<file path="src/rtl/gbvga_pkg.sv">
// Shared geometry, bank index type and capture FSM states for the GB LCD capture path.
package gbvga_pkg;
  localparam int H_PIX   = 160;
  localparam int V_LINES = 144;
  localparam int ADDR_W  = 15;

  typedef logic [1:0] bank_t;

  typedef enum logic {
    SEEK    = 1'b0,
    CAPTURE = 1'b1
  } cap_state_t;
endpackage

</file>
<file path="src/rtl/gb_edge_sync.sv">
// 4-flop synchroniser with a glitch-filtered rising-event detector.
// The event is asserted combinationally from the chain, three clk edges after the input rises.
module gb_edge_sync (
  input  logic clk,
  input  logic rst_n,
  input  logic din,
  output logic rise
);
  logic [3:0] sync;  // sync[0] is s1, sync[3] is s4

  always_ff @(posedge clk or negedge rst_n) begin
    if (!rst_n) begin
      sync <= '0;
    end else begin
      sync <= {sync[2:0], din};
    end
  end

  // requiring both s2 and s3 high rejects single-cycle glitches
  assign rise = ~sync[3] & sync[2] & sync[1];
endmodule

</file>
<file path="src/rtl/gb_capture_sched.sv">
// GB LCD capture controller: synchronises the raw LCD bus, emits framebuffer writes and
// schedules a triple-buffered framebuffer; a pixel write appears one cycle after its event.
module gb_capture_sched #(
  parameter int H_PIX   = gbvga_pkg::H_PIX,
  parameter int V_LINES = gbvga_pkg::V_LINES,
  parameter int ADDR_W  = gbvga_pkg::ADDR_W
) (
  input  logic              clk,
  input  logic              rst_n,
  input  logic              iclk,
  input  logic              ihsync,
  input  logic              ivsync,
  input  logic [1:0]        idata,
  input  logic              swap_req,
  input  logic              status_clr,
  output logic              wr_en,
  output logic [ADDR_W-1:0] wr_addr,
  output logic [1:0]        wr_data,
  output logic [1:0]        wr_bank,
  output logic [1:0]        rd_bank,
  output logic              swap_ack,
  output logic              locked,
  output logic              err_overflow,
  output logic              err_short
);
  import gbvga_pkg::bank_t;
  import gbvga_pkg::cap_state_t;
  import gbvga_pkg::SEEK;
  import gbvga_pkg::CAPTURE;

  localparam logic [ADDR_W-1:0] HP = ADDR_W'(H_PIX);
  localparam logic [ADDR_W-1:0] VL = ADDR_W'(V_LINES);

  logic pix_rise, hs_rise, vs_rise;

  gb_edge_sync u_sync_pix (.clk(clk), .rst_n(rst_n), .din(iclk),   .rise(pix_rise));
  gb_edge_sync u_sync_hs  (.clk(clk), .rst_n(rst_n), .din(ihsync), .rise(hs_rise));
  gb_edge_sync u_sync_vs  (.clk(clk), .rst_n(rst_n), .din(ivsync), .rise(vs_rise));

  // data runs one flop shorter so d3 lines up with the pixel event
  logic [1:0] d1, d2, d3;

  always_ff @(posedge clk or negedge rst_n) begin
    if (!rst_n) begin
      d1 <= '0;
      d2 <= '0;
      d3 <= '0;
    end else begin
      d1 <= idata;
      d2 <= d1;
      d3 <= d2;
    end
  end

  cap_state_t        state, state_n;
  logic [ADDR_W-1:0] x, x_n, y, y_n, line_base, base_n;
  logic [ADDR_W-1:0] wr_addr_n;
  logic [1:0]        wr_data_n;
  logic              wr_en_n;
  logic              frame_done, set_ovf, set_short;

  always_comb begin
    state_n    = state;
    x_n        = x;
    y_n        = y;
    base_n     = line_base;
    wr_en_n    = 1'b0;
    wr_addr_n  = wr_addr;
    wr_data_n  = wr_data;
    frame_done = 1'b0;
    set_ovf    = 1'b0;
    set_short  = 1'b0;
    case (state)
      SEEK: begin
        if (vs_rise) begin
          state_n = CAPTURE;
          x_n     = '0;
          y_n     = '0;
          base_n  = '0;
        end
      end
      CAPTURE: begin
        // if/else order gives vsync > hsync > pixel; losers are dropped
        if (vs_rise) begin
          if (y == VL || (y == VL - 1'b1 && x == HP)) begin
            frame_done = 1'b1;
          end else if (y != '0 || x != '0) begin
            set_short = 1'b1;
          end
          x_n    = '0;
          y_n    = '0;
          base_n = '0;
        end else if (hs_rise) begin
          if (x != '0) begin
            y_n    = y + 1'b1;
            base_n = line_base + HP;
            x_n    = '0;
          end
        end else if (pix_rise) begin
          if (x < HP && y < VL) begin
            wr_en_n   = 1'b1;
            wr_addr_n = line_base + x;
            wr_data_n = d3;
            x_n       = x + 1'b1;
          end else begin
            set_ovf = 1'b1;
          end
        end
      end
      default: state_n = SEEK;
    endcase
  end

  always_ff @(posedge clk or negedge rst_n) begin
    if (!rst_n) begin
      state     <= SEEK;
      x         <= '0;
      y         <= '0;
      line_base <= '0;
      wr_en     <= 1'b0;
      wr_addr   <= '0;
      wr_data   <= '0;
    end else begin
      state     <= state_n;
      x         <= x_n;
      y         <= y_n;
      line_base <= base_n;
      wr_en     <= wr_en_n;
      wr_addr   <= wr_addr_n;
      wr_data   <= wr_data_n;
    end
  end

  bank_t w_bank, l_bank, r_bank;
  logic  l_valid;

  // W, L and R only ever trade places, so they stay a permutation of {0,1,2}
  always_ff @(posedge clk or negedge rst_n) begin
    if (!rst_n) begin
      w_bank       <= 2'd0;
      l_bank       <= 2'd1;
      r_bank       <= 2'd2;
      l_valid      <= 1'b0;
      swap_ack     <= 1'b0;
      locked       <= 1'b0;
      err_overflow <= 1'b0;
      err_short    <= 1'b0;
    end else begin
      swap_ack <= 1'b0;
      if (frame_done && swap_req) begin
        r_bank   <= w_bank;
        l_bank   <= r_bank;
        w_bank   <= l_bank;
        l_valid  <= 1'b0;
        swap_ack <= 1'b1;
      end else if (frame_done) begin
        w_bank  <= l_bank;
        l_bank  <= w_bank;
        l_valid <= 1'b1;
      end else if (swap_req && l_valid) begin
        r_bank   <= l_bank;
        l_bank   <= r_bank;
        l_valid  <= 1'b0;
        swap_ack <= 1'b1;
      end

      if (frame_done) begin
        locked <= 1'b1;
      end else if (set_short) begin
        locked <= 1'b0;
      end

      // a set in the same cycle as status_clr wins
      err_overflow <= set_ovf | (err_overflow & ~status_clr);
      err_short    <= set_short | (err_short & ~status_clr);
    end
  end

  assign wr_bank = w_bank;
  assign rd_bank = r_bank;
endmodule
</file>
<file path="config.mk">
export PLATFORM = sky130hd
export DESIGN_NAME = gb_capture_sched
export DESIGN_NICKNAME = d
export VERILOG_FILES = /design/src/rtl/gbvga_pkg.sv /design/src/rtl/gb_edge_sync.sv /design/src/rtl/gb_capture_sched.sv
export SDC_FILE = /design/constraint.sdc
export NUM_CORES = 1
export LEC_CHECK = 0
export CAP_MARGIN = 10
export CORE_UTILIZATION = 55
export CTS_CLUSTER_DIAMETER = 60
export DETAILED_ROUTE_END_ITERATION = 8
export HOLD_SLACK_MARGIN = 0.15
export PLACE_DENSITY = 0.76
export SETUP_SLACK_MARGIN = 0.05
export SYNTH_ARGS = -nofsm -noshare
export SYNTH_HDL_FRONTEND = slang
export SYNTH_SLANG_ARGS = --single-unit
</file>
<file path="constraint.sdc">
create_clock -name clk -period 3.4 [get_ports clk]
set_input_delay 1.02 -clock clk [delete_from_list [all_inputs] [get_ports clk]]
set_output_delay 1.02 -clock clk [all_outputs]
set_load 0.005 [all_outputs]
</file>
==> results of run 1 <==
registers in the layout, indices dropped and copies added, names as in the netlist, 4 cells and up:
signal           count
line_base           10
u_sync_hs.sync       4
u_sync_pix.sync      4
u_sync_vs.sync       4
wr_addr             15
x                   15
y                   15
logic make-up after synthesis:
group                    count (synthesis)  synth area share [%]
flip-flops                              88                  51.9
adder cells (fa/ha/maj)                 15                  4.42
multiplexers                             3                 0.737
AND/OR/NAND/NOR                        181                  21.6
XOR/XNOR                                31                  6.40
other                                    1                0.0884
buffers and inverters                   31                  3.80
AO/OA/AOI/OAI                           71                  11.1
routing by layer:
layer / track usage [%] / wire length (um)
met4: 9.43 / 130
met3: 3.72 / 264
met5: 0 / 0
met1: 30.0 / 3790
met2: 35.9 / 3910
final timing paths:
path,slack [ns],endpoint,depth (start not counted)
worst max-delay path,0.93,x[12],9
worst min-delay path,0.35,u_sync_hs.sync[1],0
worst max register to register,0.93,x[12],9
worst min register to register,0.35,u_sync_hs.sync[1],0
max in group asynchronous,2.13,y[12],2
min in group asynchronous,0.64,wr_addr[11],1
power by group through the flow:
stage	combinational (mW)	sequential (mW)	clock (mW)
3_5_place_dp	0.338	1.21	0
3_3_place_gp	0.333	1.20	0
5_1_grt	0.380	1.20	0.826
2_1_floorplan	0.187	1.19	0
6_report	0.338	1.19	0.766
4_1_cts	0.342	1.19	0.784
layout make-up:
cell class / count / area share, %
flip-flops and latches: 88 / 45.5
multi-input cells: 302 / 38.7
repair buffers: 37 / 7.69
clock buffers: 10 / 2.84
well taps: 99 / 2.55
clock inverters: 6 / 1.57
inverters: 15 / 1.16
critical path: stages (launching register included):
cell and delay [ns]:
dfrtp_1 0.41, inv_1 0.11, ha_1 0.19, nor4b_2 0.21, nand4_1 0.20, a21oi_2 0.18, buf_4 0.22, a21boi_2 0.49
nor4_1 0.15, o21a_1 0.20
cell usage in the layout, fill, tap and decap left out, drive strengths merged, types with 4 or more instances in the layout:
master / instances
dfrtp: 86
nand2: 60
nor2: 40
clkdlybuf4s50: 33
o21ai: 29
xnor2: 21
a21oi: 17
inv: 16
ha: 15
nor3: 15
nand3: 13
xor2: 10
clkbuf: 10
nor4: 10
nand4: 9
and2: 6
nor3b: 5
o21a: 5
and3: 4
or3: 4
clkinv: 4
buf: 4
through the flow:
step	worst slack, ns	util (%)	cells	hold WS (ns)	total power [mW]
after floorplan	1.39	-	421	0.331	1.38
after CTS	0.932	65.8	557	0.358	2.31
after detailed placement	0.967	62.9	541	0.336	1.55
after global placement	1.05	62.9	541	0.331	1.54
after global routing	0.657	65.8	557	0.372	2.40
final	0.927	65.8	557	0.354	2.29
==> metrics.log, run 1 <==
[metrics] outcome: complete, no violations
[metrics] Placement Rows: 31
[metrics] synthesized area: 4240 um^2
[metrics] cts bufs inserted: 9
[metrics] data arrival time at the worst-slack endpoint: between 2 and 3 ns
[metrics] length of the first detailed-routing pass in iterations: 5
[metrics] fraction of layout instances using a drive strength above 1: 8.73%
[metrics] number of max-cap violations: 0
[metrics] worst hold-check path type: reg2reg
[metrics] Post-Synthesis Mean Instance Area: 10.1 um^2
[metrics] Post-Syn Nets: 445
[metrics] cell taking the most area after synthesis: dfrtp_1
[metrics] transition time of the tightest slew-check pin: 0.559 ns
[metrics] Vert. Die Dim: between 80 and 90 um
[metrics] Clk Latency, worst-skew pair: 0.36 ns
[metrics] achievable frequency: slightly above 0.4 GHz
[metrics] CTS Root Cell: clkbuf_8
[metrics] hpwl dp: approximately 5700 um
[metrics] first-pass GRT wire length: 14400 um
[metrics] critical path peak fanout: 15
[metrics] area of the die: 8070 um^2
[metrics] via density per instance: 5.54
[metrics] share of synthesized registers carrying an async set or reset: 100%
[metrics] final WL: 8090 um
[metrics] worst relative slew slack: between 60 and 70%
[metrics] CTS sink count: 88
[metrics] register area: roughly 2200 um^2
[metrics] maximum number of pins on one net before global-route repair: 47
[metrics] required time at the worst-slack endpoint: around 3.7 ns
[metrics] total power density per cell area: between 400 and 500 nW/um^2
[metrics] maximum buffer depth of the clock tree: 2
[metrics] Yosys top cell area share: between 50% and 60%
[metrics] Internal: 1.66 mW
[metrics] Hold Startpoint: u_sync_hs.sync[0]
[metrics] total of warnings raised by yosys: 0
[metrics] count of input and output buffers: 34
[metrics] clock tree from TritonCTS: yes
[metrics] final clock period utilization by the worst path: 72.7%
[metrics] number of antenna violations at the first check in global routing: 0
[metrics] DRC marker count from the first detailed-route iteration: 201
[metrics] Sequential Power Share: 51.8%
[metrics] most repeated cell in the gate-level netlist after synthesis: dfrtp_1
[metrics] overall global routing resource usage: 22.3%
[metrics] Crit. Startpoint: x[0]
[metrics] final design instance area without fill: just under 5000 um^2
[metrics] most numerous cell types in the synthesized netlist: dfrtp_1, nand2_1, nor2_1
[metrics] count of hold-fix buffers inserted at cts: 0
[metrics] number of nets at the end of the flow: 477
[metrics] launching point of the worst reg2reg path: x[0]
[metrics] final count of hold timing violations: 0
[metrics] horizontal die dimension: 89.8 um
[metrics] clock-pin transition on the worst setup and hold timing paths: 0.09 ns
[metrics] H-tree depth reported by CTS: 3
[metrics] nature of the critical path startpoint: flop
[metrics] number of nets still failing antenna checks after routing: 0
[metrics] WS Path Type: reg2reg
[metrics] filler instances: 580
[metrics] dominant register cell in the synthesized netlist: dfrtp_1
[metrics] CP Capture Type: flop
[metrics] standby leakage power: 2.16 nW
[metrics] share of the yosys chip area belonging to registers: 51.9%
[metrics] dpl cell area: 4640 um^2
[metrics] count of pins on the block boundary: 35
[metrics] Net Sw Power: about 0.63 mW
[metrics] vias in the first global route: around 3000
[metrics] Worst Skew: slightly above 0.009 ns
[metrics] multi-input combinational cell area: 1880 um^2
[metrics] core region area: 7370 um^2
[metrics] EDFF count, synth: 0
[metrics] Post-CTS Setup Inserts: 0
[metrics] final count of negative-setup-slack endpoints: 0
[metrics] wire length per cell after detailed routing: 14.5 um
[metrics] via count: 3086
[metrics] global placer's final weighted congestion: 0.855
[metrics] area added between synthesis and finish: 14.3%
[metrics] Initial Utilization: 57.6%
[metrics] n_diodes: 0
[metrics] minimum clock period after layout: between 2 and 2.5 ns
[metrics] #FFs+latches synth: 88
[metrics] clock network fraction of total power: between 30% and 40%
[metrics] combinational power share: 14.7%
[metrics] unrepaired setup endpoints after global routing: false
[metrics] synthesized instance count: 421
[metrics] highest ir drop seen on vdd: 266 uV
[metrics] sum of overflow across all layers after global routing: 0
[metrics] post-synth cell types: 59
[metrics] setup_tns: 0 ns
[metrics] Area contributors post-synth: dfrtp_1, nand2_1, ha_1
[metrics] switching power share of the total: 27.5%
[metrics] Max Slew Vio Count: 0
[metrics] number of remaining DRC errors: 0
[metrics] post-cts resize count: 0
No activity file was read; power rests on OpenSTA's default activity.
==> run 2, diff against run 1 <==
CORE_UTILIZATION = 52   (was 55)
clock period = 2 ns   (was 3.4 ns; I/O delays follow)
==> metrics.log, run 2 (synthesized netlist as in run 1, its figures left out) <==
[metrics] outcome: finished with violations
[metrics] violations in the final reports: setup timing
[metrics] achievable frequency: 0.455 GHz (+12%)
[metrics] Placed Cells: 590 (+9.1%)
[metrics] final WL: 12000 um (+48%)
[metrics] depth of the worst register-to-register path: 9 (unchanged)
[metrics] vias in the first global route: 3437 (+13%)
[metrics] setup_tns: -2.67 ns (-2.67 ns)
[metrics] Worst Skew: 0.0118 ns (+0.00264 ns)
[metrics] via density per instance: 5.86 (+5.8%)
[metrics] final count of hold timing violations: 0 (unchanged)
[metrics] horizontal die dimension: 92.3 um (+2.8%)
[metrics] data arrival time at the worst-slack endpoint: 2.44 ns (-0.29 ns)
[metrics] total power density per cell area: 740 nW/um^2 (+57%)
[metrics] area of the die: 8530 um^2 (+5.6%)
[metrics] CTS Root Cell: clkbuf_8
[metrics] top flop regs: wr_addr x15, x x15, y x15
[metrics] worst hold-check path type: in2async
[metrics] core region area: 7810 um^2 (+5.9%)
[metrics] sum of overflow across all layers after global routing: 0 (unchanged)
[metrics] standby leakage power: 2.74 nW (+27%)
[metrics] commonest non-fill, non-tap cell in the layout: dfrtp_1
[metrics] non-filler cells in the finished layout: 635 (+14%)
[metrics] count of pins on the block boundary: 35 (unchanged)
[metrics] length of the first detailed-routing pass in iterations: 5 (unchanged)
[metrics] final design instance area without fill: 6020 um^2 (+24%)
[metrics] worst relative slew slack: 64.3% (+1.6 points)
[metrics] Clk Latency, worst-skew pair: 0.36 ns (about the same)
[metrics] clock network fraction of total power: 33.8% (+0.4 points)
[metrics] CTS sink count: 88 (unchanged)
[metrics] clock-pin transition on the worst setup and hold timing paths: 0.09 ns (about the same)
[metrics] minimum clock period after layout: 2.20 ns (-0.273 ns)
[metrics] count of input and output buffers: 34 (unchanged)
[metrics] Initial Utilization: 54.4% (-3.2 points)
[metrics] number of max-cap violations: 0 (unchanged)
[metrics] critical path peak fanout: 6 (-9)
[metrics] most frequent cells in the layout: dfrtp_1, buf_4, nand2_1, nor2_1, clkdlybuf4s50_1
[metrics] Placement Rows: 32 (+3.2%)
[metrics] area added between synthesis and finish: 41.9%
[metrics] final clock period utilization by the worst path: 110% (+37 points)
[metrics] clock tree from TritonCTS: yes
[metrics] via count: 3723 (+21%)
[metrics] setup slack after placement: -0.0434 ns (-1.01 ns)
[metrics] WS Path Type: reg2reg
[metrics] required time at the worst-slack endpoint: 2.24 ns (-1.42 ns)
[metrics] dpl cell area: 5000 um^2 (+7.9%)
[metrics] overall global routing resource usage: 24.1% (+1.8 points)
[metrics] wire length per cell after detailed routing: 18.9 um (+30%)
[metrics] Design Power: 4.45 mW (+94%)
[metrics] fraction of layout instances using a drive strength above 1: 34.9% (+26 points)
[metrics] maximum number of pins on one net before global-route repair: 34 (-28%)
[metrics] number of nets at the end of the flow: 552 (+16%)
[metrics] cts bufs inserted: 9 (unchanged)
[metrics] Max Slew Vio Count: 0 (unchanged)
[metrics] number of antenna violations at the first check in global routing: 0 (unchanged)
[metrics] r2r setup slk: -0.20 ns (-1.13 ns)
[metrics] first-pass GRT wire length: 16000 um (+11%)
[metrics] combinational power share: 20.6% (+5.9 points)
[metrics] Net Sw Power: 1.23 mW (+95%)
[metrics] final core utilization: 77.1% (+11 points)
[metrics] Internal: 3.22 mW (+94%)
[metrics] count of hold-fix buffers inserted at cts: 0 (unchanged)
[metrics] Sequential Power Share: 45.6% (-6.2 points)
[metrics] n_diodes: 0 (unchanged)
[metrics] global placer's final weighted congestion: 0.813 (-4.9%)
[metrics] Min Hold Slack: 0.180 ns (-0.174 ns)
[metrics] nature of the critical path startpoint: flop
[metrics] number of remaining DRC errors: 0 (unchanged)
[metrics] number of nets still failing antenna checks after routing: 0 (unchanged)
[metrics] crit path setup slack, layout: -0.200 ns (-1.13 ns)
[metrics] DRC marker count from the first detailed-route iteration: 272 (+35%)
[metrics] H-tree depth reported by CTS: 3 (unchanged)
[metrics] CP Capture Type: flop
[metrics] Vert. Die Dim: 92.3 um (+2.8%)
[metrics] unrepaired setup endpoints after global routing: true
[metrics] maximum buffer depth of the clock tree: 2 (unchanged)
[metrics] switching power share of the total: 27.7% (+0.12 points)
[metrics] transition time of the tightest slew-check pin: 0.534 ns (-0.0256 ns)
[metrics] hpwl dp: 6490 um (+13%)
[metrics] highest ir drop seen on vdd: 514 uV (+93%)
[metrics] final count of negative-setup-slack endpoints: 33 (+33)
run 2: path summary, 6_finish.rpt:
check,startpoint,endpoint
max,x[0],x[6]
max in group asynchronous,rst_n,d1[1]
min in group clk,u_sync_pix.sync[0],u_sync_pix.sync[1]
min reg2reg,u_sync_pix.sync[0],u_sync_pix.sync[1]
max reg2reg,x[0],x[6]
min,rst_n,x[11]
run 2: timing repair:
item	in CTS	in global routing
pin swaps	15	54
gates cloned	1	4
buffers inserted	4	20
gates resized for setup	29	98
endpoints found under the setup margin	25	55
run 2: cell type report:
class | count | area (um^2)
Multi-Input combinational cell | 303 | 2320
Sequential cell | 88 | 2210
Fill cell | 463 | 1790
Timing Repair Buffer | 111 | 1060
Tap cell | 102 | 128
Clock buffer | 9 | 124
Clock inverter | 7 | 119
Inverter | 15 | 58.8
run 2: metal layers:
metal,up-vias,wire length (um),global-route usage (%)
li1,1676,-,-
met2,144,6240,40.6
met4,0,550,9.51
met1,1849,4710,30.3
met3,54,483,5.01
met5,-,0,0
run 2: worst max-delay path: stages, from the launching register on:
cell and delay (ns):
dfrtp_1 0.42, inv_2 0.11, ha_4 0.16, nor4b_4 0.26, nand4_1 0.14, buf_4 0.18, and2_4 0.18, a211o_1 0.32
nand2b_1 0.19, o31ai_1 0.12
run 2: power groups by stage:
stage	Combinational, mW	Sequential, mW	Clock (mW)
4_1_cts	0.697	2.00	1.51
3_3_place_gp	0.640	2.03	0
3_5_place_dp	0.661	2.04	0
6_report	0.916	2.03	1.51
2_1_floorplan	0.318	2.03	0
5_1_grt	0.984	2.05	1.57
==> run 3, diff against run 2 <==
CORE_UTILIZATION = 40   (was 52)
PLACE_DENSITY = unset   (was 0.76)
SKIP_LAST_GASP = 1   (was unset)
==> metrics.log, run 3 (synthesized netlist as in run 1, its figures left out) <==
[metrics] outcome: finished with violations
[metrics] violations in the final reports: setup timing
[metrics] CTS Root Cell: clkbuf_8
[metrics] Clk Latency, worst-skew pair: 0.36 ns (about the same)
[metrics] count of pins on the block boundary: 35 (unchanged)
[metrics] Placed Cells: 631 (+6.9%)
[metrics] final count of hold timing violations: 0 (unchanged)
[metrics] number of nets at the end of the flow: 552 (unchanged)
[metrics] Vert. Die Dim: 105 um (+14%)
[metrics] Worst Skew: 0.0130 ns (+0.00124 ns)
[metrics] via count: 3403 (-8.6%)
[metrics] final count of negative-setup-slack endpoints: 16 (-52%)
[metrics] achievable frequency: 0.484 GHz (+6.6%)
[metrics] commonest non-fill, non-tap cell in the layout: dfrtp_1
[metrics] Initial Utilization: 41.1% (-13 points)
[metrics] cts bufs inserted: 9 (unchanged)
[metrics] minimum clock period after layout: 2.06 ns (-0.136 ns)
[metrics] worst hold-check path type: reg2reg
[metrics] maximum buffer depth of the clock tree: 2 (unchanged)
[metrics] overall global routing resource usage: 18.0% (-6.1 points)
[metrics] fraction of layout instances using a drive strength above 1: 32.5% (-2.4 points)
[metrics] nature of the critical path startpoint: flop
[metrics] first-pass GRT wire length: 15600 um (-2.2%)
[metrics] sum of overflow across all layers after global routing: 0 (unchanged)
[metrics] wire length per cell after detailed routing: 14.4 um (-24%)
[metrics] standby leakage power: 2.65 nW (-3.2%)
[metrics] critical path peak fanout: 7 (+1)
[metrics] Placement Rows: 37 (+16%)
[metrics] final core utilization: 57.1% (-20 points)
[metrics] number of nets still failing antenna checks after routing: 0 (unchanged)
[metrics] most frequent cells in the layout: dfrtp_1, buf_4, nand2_1
[metrics] crit path setup slack, layout: -0.0640 ns (+0.136 ns)
[metrics] non-filler cells in the finished layout: 669 (+5.4%)
[metrics] n_diodes: 0 (unchanged)
[metrics] CP Capture Type: flop
[metrics] CTS sink count: 88 (unchanged)
[metrics] area of the die: 11000 um^2 (+29%)
[metrics] H-tree depth reported by CTS: 3 (unchanged)
[metrics] maximum number of pins on one net before global-route repair: 47 (+38%)
[metrics] number of remaining DRC errors: 0 (unchanged)
[metrics] via density per instance: 5.09 (-13%)
[metrics] count of input and output buffers: 34 (unchanged)
[metrics] hpwl dp: 6460 um (-0.56%)
[metrics] WS Path Type: reg2reg
[metrics] horizontal die dimension: 105 um (+14%)
[metrics] core region area: 10300 um^2 (+32%)
[metrics] vias in the first global route: 3344 (-2.7%)
[metrics] clock tree from TritonCTS: yes
[metrics] highest ir drop seen on vdd: 398 uV (-23%)
[metrics] total power density per cell area: 709 nW/um^2 (-4.1%)
[metrics] data arrival time at the worst-slack endpoint: 2.32 ns (-0.12 ns)
[metrics] required time at the worst-slack endpoint: 2.25 ns (about the same)
[metrics] final WL: 9630 um (-20%)
[metrics] top flop regs: wr_addr x15, x x15, y x15
[metrics] final design instance area without fill: 5890 um^2 (-2.2%)
[metrics] Max Slew Vio Count: 0 (unchanged)
[metrics] final clock period utilization by the worst path: 103% (-6.8 points)
[metrics] setup_tns: -0.534 ns (+2.14 ns)
[metrics] global placer's final weighted congestion: 0.827 (+1.7%)
[metrics] DRC marker count from the first detailed-route iteration: 107 (-61%)
[metrics] Min Hold Slack: 0.355 ns (+0.174 ns)
[metrics] length of the first detailed-routing pass in iterations: 6 (+1)
[metrics] clock-pin transition on the worst setup and hold timing paths: 0.09 ns (about the same)
[metrics] unrepaired setup endpoints after global routing: true
[metrics] dpl cell area: 5100 um^2 (+1.9%)
[metrics] number of antenna violations at the first check in global routing: 0 (unchanged)
[metrics] area added between synthesis and finish: 38.8%
[metrics] number of max-cap violations: 0 (unchanged)
[run 3: critical path, stage by stage, from the launching register on]
cell and delay, ns:
dfrtp_1 0.42, nor4_4 0.35, nand2_1 0.13, or4_4 0.63, buf_12 0.17, buf_16 0.15, nand2_4 0.06, o21ai_2 0.05
[run 3: path summary, 6_finish.rpt]
check	startpoint	to	slack [ns]	cells past startpoint
min in group asynchronous	rst_n	x[10]	0.66	2
max in group asynchronous	rst_n	l_bank[0]	0.77	3
hold reg to reg	u_sync_vs.sync[0]	u_sync_vs.sync[1]	0.35	0
setup / recovery	x[9]	wr_addr[2]	-0.06	7
hold / removal	u_sync_vs.sync[0]	u_sync_vs.sync[1]	0.35	0
setup reg to reg	x[9]	wr_addr[2]	-0.06	7
[run 3: layout make-up]
class / count / area [um^2]
fill: 903 / 4430
clock buffer: 10 / 138
inverter: 15 / 58.8
timing repair buffer: 112 / 1060
multi-input combinational: 302 / 2180
tap: 136 / 170
clock inverter: 6 / 73.8
sequential: 88 / 2210
[run 3: routing by layer]
metal  global-route usage, %  vias to the layer above  share of wire, %
met1                    23.3                     1656                46
met5                       0                        -                 0
met3                    3.74                       16               3.5
met4                    6.94                        0               1.6
met2                    29.4                       60                49
li1                        -                     1671                 -
[run 3: what timing repair did]
| item | CTS | global route |
|---|---|---|
| pin swaps | 19 | 46 |
| endpoints found under the setup margin | 23 | 61 |
| hold buffers | 1 | 0 |
| gates resized for setup | 24 | 68 |
| setup buffers | 11 | 8 |
| endpoints found under the hold margin | 16 | 0 |
| cloned | 2 | 1 |
[run 3: power by group]
| part | internal (mW) | switching, mW | leakage, nW |
|---|---|---|---|
| Clock | 0.627 | 0.681 | 0.107 |
| Combinational | 0.462 | 0.388 | 1.40 |
| Sequential | 1.91 | 0.110 | 1.15 |
| Total | 3.00 | 1.18 | 2.65 |
[run 3: stage by stage]
stage	worst slack, ns	power (mW)
3_5_place_dp	-0.0279	2.72
3_3_place_gp	-0.0264	2.71
2_1_floorplan	0.0526	2.35
4_1_cts	-0.00428	4.09
5_1_grt	-0.133	4.39
6_report	-0.0640	4.18
